[src/rtl/tx_polyphase.sv]
// tx_polyphase: multiplier-free polyphase pulse-shaping FIR for one QPSK rail.
module tx_polyphase #(
  parameter int NBAUDS = 6,
  parameter int OVERSAMPLE = 4,
  parameter int COEF_NBITS = 8,
  parameter int COEF_FBITS = 7,
  parameter logic [NBAUDS*OVERSAMPLE*COEF_NBITS-1:0] COEF = '0,
  parameter int OUT_NBITS = 8,
  parameter int OUT_FBITS = 7
) (
  input  logic                 clk,
  input  logic                 reset,
  input  logic                 enable,
  input  logic                 sym_in,
  output logic                 sym_ready,
  output logic [OUT_NBITS-1:0] tx_out,
  output logic                 tx_valid
);
  localparam int NCOEF = NBAUDS*OVERSAMPLE;
  localparam int ACC_NBITS = COEF_NBITS + $clog2(NBAUDS) + 1;
  localparam int PH_NBITS = OVERSAMPLE > 1 ? $clog2(OVERSAMPLE) : 1;
  localparam int IDX_NBITS = NCOEF > 1 ? $clog2(NCOEF) : 1;
  localparam int LO = COEF_FBITS - OUT_FBITS;
  localparam int HI = LO + OUT_NBITS - 1;
  logic [PH_NBITS-1:0] phase;
  logic [NBAUDS-1:0] sbuf, vbuf, sbuf_n, vbuf_n;
  logic signed [COEF_NBITS-1:0] h [NCOEF];
  logic signed [ACC_NBITS-1:0] acc, tap_x;
  logic [IDX_NBITS-1:0] idx;
  logic [ACC_NBITS-1-HI:0] top;
  logic [OUT_NBITS-1:0] sat;
  for (genvar g = 0; g < NCOEF; g++) begin : g_tap
    assign h[g] = COEF[NCOEF*COEF_NBITS-1-g*COEF_NBITS -: COEF_NBITS];
  end
  assign sym_ready = enable && phase == '0;
  assign sbuf_n = sym_ready ? {sbuf[NBAUDS-2:0], sym_in} : sbuf;
  assign vbuf_n = sym_ready ? {vbuf[NBAUDS-2:0], 1'b1} : vbuf;
  // Symbol j sees tap j*OVERSAMPLE+phase; empty history slots add nothing.
  always_comb begin
    acc = '0;
    idx = '0;
    tap_x = '0;
    for (int j = 0; j < NBAUDS; j++) begin
      idx = IDX_NBITS'(j*OVERSAMPLE) + IDX_NBITS'(phase);
      tap_x = ACC_NBITS'(h[idx]);
      acc = acc + (vbuf_n[j] ? (sbuf_n[j] ? -tap_x : tap_x) : '0);
    end
  end
  assign top = acc[ACC_NBITS-1:HI];
  assign sat = (&top || ~|top) ? acc[HI:LO]
             : acc[ACC_NBITS-1] ? {1'b1, {(OUT_NBITS-1){1'b0}}} : {1'b0, {(OUT_NBITS-1){1'b1}}};
  always_ff @(posedge clk) begin
    if (reset) begin
      phase <= '0;
      sbuf <= '0;
      vbuf <= '0;
      tx_out <= '0;
      tx_valid <= 1'b0;
    end else begin
      tx_valid <= enable;
      if (enable) begin
        phase <= phase == PH_NBITS'(OVERSAMPLE-1) ? '0 : phase + 1'b1;
        sbuf <= sbuf_n;
        vbuf <= vbuf_n;
        tx_out <= sat;
      end
    end
  end
endmodule

[config.mk]
export PLATFORM = sky130hd
export DESIGN_NAME = tx_polyphase
export DESIGN_NICKNAME = d
export VERILOG_FILES = /design/src/rtl/tx_polyphase.sv
export SDC_FILE = /design/constraint.sdc
export NUM_CORES = 1
export LEC_CHECK = 0
export CORE_AREA = 2 2 39 41
export CTS_CLUSTER_DIAMETER = 200
export CTS_CLUSTER_SIZE = 24
export DETAILED_ROUTE_END_ITERATION = 10
export DIE_AREA = 0 0 41 43
export PLACE_DENSITY = 0.54
export RECOVER_POWER = 50
export REMOVE_ABC_BUFFERS = 1
export SLEW_MARGIN = 20
export SYNTH_ARGS = -nofsm -noshare
export SYNTH_HDL_FRONTEND = slang
export SYNTH_SLANG_ARGS = --single-unit
export TNS_END_PERCENT = 10
[constraint.sdc]
create_clock -name clk -period 1.2 [get_ports clk]
set_clock_uncertainty 0.2 [all_clocks]
set_input_delay 0.24 -clock clk [delete_from_list [all_inputs] [get_ports clk]]
set_output_delay 0.24 -clock clk [all_outputs]
set_load 0.01 [all_outputs]
* Word-level counts from Yosys, hierarchy flattened
Memory sizes are Yosys's and may differ from the RTL's. Index checks and enable logic that the tools add are counted.
Word-level totals: latch bits 0, input bits 4, bits in read-only memories 1536, bits in registers 23, memories 6, output and inout port bits 10, bits in writable memories 0, word-level logic and storage cells 76
Memory list:
- (no name shown) | depth 32, width 8, rd ports 1, clocked after memory_dff 0, wr ports 0, RTL line 45 | tap_x = ACC_NBITS'(h[idx]);
- (no name shown) | depth 32, width 8, rd ports 1, clocked after memory_dff 0, wr ports 0, RTL line 45
- (no name shown) | depth 32, width 8, rd ports 1, clocked after memory_dff 0, wr ports 0, RTL line 45
- (no name shown) | depth 32, width 8, rd ports 1, clocked after memory_dff 0, wr ports 0, RTL line 45
- (no name shown) | depth 32, width 8, rd ports 1, clocked after memory_dff 0, wr ports 0, RTL line 45
- (no name shown) | depth 32, width 8, rd ports 1, clocked after memory_dff 0, wr ports 0, RTL line 45
Cells by class: bitwise gates (word level) 6, reductions and logical operators 6, order comparisons 6, $add $sub $neg 17, shifts and indexed selects 0, divide/modulo/power cells 0, multiply operators 0, multiplexer cells 29, equality and inequality tests 1
Operator list (number):
- 12-bit 2-to-1 mux | 12
- 8-bit 2-to-1 mux | 14
- 12-bit negation | 6
- 12-bit adder | 5
- 6-bit greater-or-equal comparator, second input constant | 6
- 5-bit NOT with 6-bit output | 4
- 6-bit 2-to-1 mux | 2
- 4-bit by 2-bit adder with 5-bit output, first input constant | 2
- 5-bit by 2-bit adder with 5-bit output, first input constant | 2
- 2-bit NOT with 6-bit output | 1
- 4-bit NOT with 6-bit output | 1
- 5-bit AND reduction | 1
- 5-bit OR reduction | 1
- 3-bit by 2-bit adder with 4-bit output, first input constant | 1
- 2-bit by 1-bit adder with 2-bit output, second input constant | 1
- 2-bit equality test, second input constant | 1
- 2-bit logical NOT | 1
- 2-bit 2-to-1 mux | 1
- 1-bit logical AND | 1
- 1-bit logical NOT | 1
- 1-bit logical OR | 1

* Logic depth before layout (Yosys ltp)
Gate-level depths: netlist of run 1.
depth after elaboration 17, gate-level depth with buffers 4, gate-level depth less buffers 4

* Least setup slack after synthesis of run 1
OpenSTA, ideal clock, no wires.
kind register to register, from register phase[0], to register phase[0], stages on the path, launching flop included 4, period minus slack after synthesis 1.309 ns, arrival 1.022 ns, path slack -0.109 ns, data required time 0.913 ns, cells stage by stage dfxtp_1 -> ha_1 -> or4b_1 -> o31ai_1
Between the ends: longest elaborated chain between the ends 2, elaborated cells between the ends (all ways) 3, classes of those cells add/sub: 1; eq/ne: 1; mux: 1
RTL lines:
- start, declared | RTL line 25 | logic [PH_NBITS-1:0] phase;
- start signal, assigned | RTL line 62 | phase <= phase == PH_NBITS'(OVERSAMPLE-1) ? '0 : phase + 1'b1;
- 2-bit by 1-bit adder with 2-bit output / 2-bit equality test (equally long branches) | RTL line 62
- 2-bit 2-to-1 mux * | RTL line 62
Mark *: on every way between the ends. The rest lies on a longest branch, timed or not. A chain may end at the register's enable or synchronous reset.

==> metrics, run 1 <==
status finished, violations left; failing checks negative setup slack; #FFs+latches synth 3; ranking of synthesized cells by area dfxtp_1 30%, buf_4 30%, ha_1 12%; clock slew at reported path FFs roughly 40 ps; Yosys top cell by area dfxtp_1; Hold WC Path Type flip-flop to flip-flop; PortBufs 4; Post-DRT Antenna Nets 0; P_leak 0.1557 nW; number of synthesized flops with an enable pin 0; clock root buffer clkbuf_4; reg2reg end phase[0]$_SDFFE_PP0P_; min Tclk post-route 1461 ps; FP Rows 14; Iteration-0 DRC Markers 0; setup slack after layout -261.5 ps; final non-filler cell total 51; flop2flop setup slack -260 ps; fin nets 42; H-tree depth 1; hold wc startpoint phase[1]$_SDFFE_PP0P_; critical path class primary input to flip-flop; sequential fraction of the synthesis area 29.81%; Clk Latency, worst-skew pair around 240 ps; fin util approximately a quarter; Syn. warnings 0; first-pass GRT wire length 655 um; total power around 0.40 mW; top cells by count, synth 8 x buf_4, 3 x dfxtp_1, 2 x ha_1, 2 x inv_1; DP Cell Count 46; Final Max Slew Viols 0; Total GRT Usage ~7.2%; GR Overflow Total 0; Fmax around 680 MHz; CTS tree yes; via count 163; predominant post-synthesis flop cell dfxtp_1; gpl congestion a little under 0.6; Crit Reg-Reg Startpoint phase[0]$_SDFFE_PP0P_; Die Y about 43 um; Setup Viol. Count Final 2; CTS Sinks 3; final wirelength 399 um; initial antenna violation count 0; drt first pass iters 1; Worst Path Max Fanout 4; cell with the most instances after synthesis buf_4; maximum root-to-sink buffer count 2; max_cap viols 0; final period utilization 121.8%; Detail Placement HPWL about 240 um; netlist area before placement 201.4 um2; pin count of the biggest net entering global routing 5; total CTS buffers 3; hold path cells 3; pwr dens around 1200 nW/um2; Register-to-Register Path Depth 4; number of vias per cell 3.196; Die W slightly above 40 um; layout cell share with drive strength beyond 1 a little under three fifths; area of the core roughly 1400 um2; I/O Pins 14; Layout area overhead 63.98%; syn_area_per_cell about 9.2 um2; CP required around 1200 ps; drt drc 0; Hold Violations, Final 0; Post-synth ARST share 0%; number of global-route vias before repair 158; cells after synthesis 22; Worst Path Arrival between 1000 and 1500 ps; Initial Util roughly 15%; RSZ-0062 raised after global routing true; worst vdd ir roughly 0.57 mV; DR WL/cell 7.824 um; hold path endpoint phase[1]$_SDFFE_PP0P_; die area ~1800 um2; Worst setup SP type primary input; Antenna Cells 0; Critical Path End Type flip-flop; cts hold-fix bufs 0; Synth cell types 11; top cell type's share of synthesized area between 20% and 30%
## kinds of logic after synthesis
kind of cell | synth area share, %
adders and majority gates | 12.42
DFF | 29.81
other | 1.862
muxes | 4.969
buffers and inverters | 33.54
AOI/OAI and AO/OA | 3.728
and+or+nand+nor | 13.67
## worst max path at each step
stage | start | end | slack [ps] | depth (start not counted)
6_report | enable | phase[0]$_SDFFE_PP0P_ | -260 | 4
2_1_floorplan | phase[0]$_SDFFE_PP0P_ | phase[0]$_SDFFE_PP0P_ | -110 | 3
5_1_grt | phase[0]$_SDFFE_PP0P_ | sym_ready | -300 | 4
3_3_place_gp | enable | sym_ready | -620 | 3
3_5_place_dp | enable | sym_ready | -630 | 3
4_1_cts | phase[1]$_SDFFE_PP0P_ | sym_ready | -260 | 4
## cell usage in the layout, fill, tap and decap left out
master and count:
and2_4 1, buf_2 1, buf_4 4, buf_6 3
clkbuf_1 1, clkbuf_4 3, clkdlybuf4s50_1 2, conb_1 8
dfxtp_1 1, dfxtp_2 2, ha_2 1, ha_4 1
inv_2 2, mux2i_1 1, nor2_1 1, nor2b_1 1
o31ai_2 1, or4b_4 1
## stage by stage
| stage | instance area (um2) | setup WS [ps] | setup TNS [ps] | hold WS (ps) |
|---|---|---|---|---|
| after floorplan | 167.7 | -109.2 | -109.2 | 111.6 |
| after global placement | 265.3 | -624.8 | -1362 | 370.1 |
| after detailed placement | 265.3 | -629.5 | -1396 | 376.7 |
| after CTS | 314.1 | -259.8 | -510.9 | 364.8 |
| after global routing | 330.3 | -298.2 | -578.2 | 433.0 |
| final | 330.3 | -261.5 | -513.9 | 404.1 |
## critical path, cell delays in order
cell             delay (ps)
clkdlybuf4s50_1         490
buf_4                   140
or4b_4                  470
o31ai_2                  70
## report_power, final
group | switching, mW | total (mW) | internal, mW
combinational | 0.0408 | 0.0937 | 0.0529
sequential | 0.00553 | 0.115 | 0.109
clock | 0.0635 | 0.189 | 0.125
total | 0.110 | 0.397 | 0.288
## repair_timing
item / 4_1_cts / 5_1_grt
pin swaps: 3 / 2
resized for setup: 19 / 2
buffers inserted: 0 / 1
setup endpoints to repair: 3 / 2
## state kept, by name, summed over array words and instances (netlist names)
register  flops
phase         2
tx_valid      1
## layer usage
layer	GRT usage, %	share of wire (%)	up-vias
li1	-	-	80
met1	5.414	31	70
met2	7.813	51	8
met3	9.424	13	5
met4	8.000	4.8	0
met5	0	0	-
## cell type report
type                    instances  area (um2)
clock buffers                   4       26.28
fillers                       151        1054
inverters                       2       7.507
multi-input cells              16       125.1
flip-flops and latches          3       62.56
well taps                      16       20.02
repair buffers                 10       88.84
No activity file was read; power rests on OpenSTA's default activity.
==> run 2: changes to the inputs <==
- CELL_PAD_IN_SITES_DETAIL_PLACEMENT: default -> 1
- CELL_PAD_IN_SITES_GLOBAL_PLACEMENT: default -> 1
- CTS_CLUSTER_DIAMETER: 200 -> 30
- PLACE_DENSITY: 0.54 -> 0.67
==> metrics, run 2 (synthesis results as in run 1) <==
area of the core roughly 1400 um2; fillers approximately 170; max incr delay on CP 520 ps; Iteration-0 DRC Markers 0; final period utilization 121.9%; CTS tree yes; met1 WL about 130 um; max reg flops 2; Layout area overhead 68.94%; Post-DRT Antenna Nets 0; cts hold-fix bufs 0; first-pass GRT wire length a little under 700 um; FP Rows 14; via count ~160; min Tclk post-route between 1000 and 1500 ps; max_cap viols 0; PortBufs 4; GR Overflow Total 0; number of vias per cell roughly 3.2; maximum root-to-sink buffer count 2; final instance area 340.3 um2; drt drc 0; biggest regs phase (2), tx_valid (1); DR WL/cell about 9 um; Initial Util 14.56%; die area 1763 um2; I/O Pins 14; gpl congestion approximately 0.62; CTS Sinks 3; Worst Path Arrival 1410 ps; Die Y roughly 43 um; Worst Path Max Fanout 2; multi-input gate area in the final layout ~140 um2; WL met2 about 290 um; Fmax around 680 MHz; Antenna Cells 0; clock root buffer clkbuf_4; pwr dens about 1100 nW/um2; fin util 24.59%; failing checks negative setup slack; Max Used Layer met3; initial antenna violation count 0; Critical Path, Cell by Cell buf_6, ha_4, or4b_4, o31ai_4; Hold WC Path Type primary input to flip-flop; met3 routed WL roughly 23 um; P_leak approximately 0.15 nW; slowest CP cell or4b_4; Die W 41 um; Clk Latency, worst-skew pair between 200 and 250 ps; Critical Path End Type flip-flop; drt first pass iters 1; instance area at placement between 200 and 300 um2; hold path cells 3; H-tree depth 1; most frequent cells in the layout 8 x conb_1, 4 x buf_6, 3 x clkbuf_4; total CTS buffers 3; fin nets 41; critical path class flip-flop to flip-flop; Register-to-Register Path Depth 4; final wirelength approximately 440 um; layout cell share with drive strength beyond 1 a little over half; most common cell after layout, fill and taps aside conb_1; Most flops, register phase; setup slack after layout -263.1 ps; clock slew at reported path FFs ~40 ps; RSZ-0062 raised after global routing true; Total GRT Usage approximately 6.2%; pin count of the biggest net entering global routing 5; Setup Viol. Count Final 2; Hold Violations, Final 0; Worst setup SP type flip-flop; CP required around 1100 ps; register cell area after layout 62.56 um2; number of global-route vias before repair 160; Final Max Slew Viols 0; status finished, violations left; worst vdd ir 0.2955 mV
-- run 2: stage by stage --
step | std cells | hold WS (ps) | power [mW] | setup slack, ps | TNS, ps
finish | 50 | 281.3 | 0.3903 | -263.1 | -516.9
global route | 50 | 307.9 | 0.4132 | -300.1 | -582.0
CTS | 50 | 284.3 | 0.3930 | -282.7 | -550.2
detailed placement | 46 | 385.5 | 0.1877 | -639.6 | -1450
global placement | 46 | 369.2 | 0.1860 | -640.9 | -1380
floorplan | 21 | 111.6 | 0.1454 | -109.2 | -109.2
-- run 2: worst max-delay path, delay by kind of cell (launching register included) --
| family | cells | cell delay [ps] |
|---|---|---|
| buffers and inverters | 1 | 120 |
| DFF | 1 | 320 |
| adders and majority gates | 1 | 140 |
| and+or+nand+nor | 1 | 520 |
| AOI/OAI and AO/OA | 1 | 70 |
-- run 2: where the power goes --
group / switching (mW) / internal [mW] / leakage, nW
clock: 0.0512 / 0.125 / 0.0150
sequential: 0.00519 / 0.109 / 0.0255
combinational: 0.0474 / 0.0527 / 0.112
total: 0.104 / 0.287 / 0.153
-- run 2: worst paths after layout --
check	from	end	slack (ps)
worst min register to register	phase[0]$_SDFFE_PP0P_	phase[0]$_SDFFE_PP0P_	410
worst min-delay path	enable	phase[0]$_SDFFE_PP0P_	280
worst max register to register	phase[1]$_SDFFE_PP0P_	phase[0]$_SDFFE_PP0P_	-260
worst max-delay path	phase[1]$_SDFFE_PP0P_	phase[0]$_SDFFE_PP0P_	-260
-- run 2: layout make-up --
| type | instances | area share (%) |
|---|---|---|
| multi-input cells | 16 | 42.28 |
| repair buffers | 9 | 23.53 |
| flip-flops and latches | 3 | 18.38 |
| clock buffers | 4 | 7.721 |
| well taps | 16 | 5.882 |
| inverters | 2 | 2.206 |
-- run 2: per-layer routing --
metal	GRT usage [%]	vias to the layer above
met3	3.141	0
met4	4.000	0
li1	-	76
met5	0	-
met1	5.128	78
met2	10.63	5
-- run 2: what timing repair did --
item | CTS | global route
buffers inserted | 0 | 0
resized for setup | 21 | 3
pin swaps | 3 | 1
endpoints found under the setup margin | 3 | 3
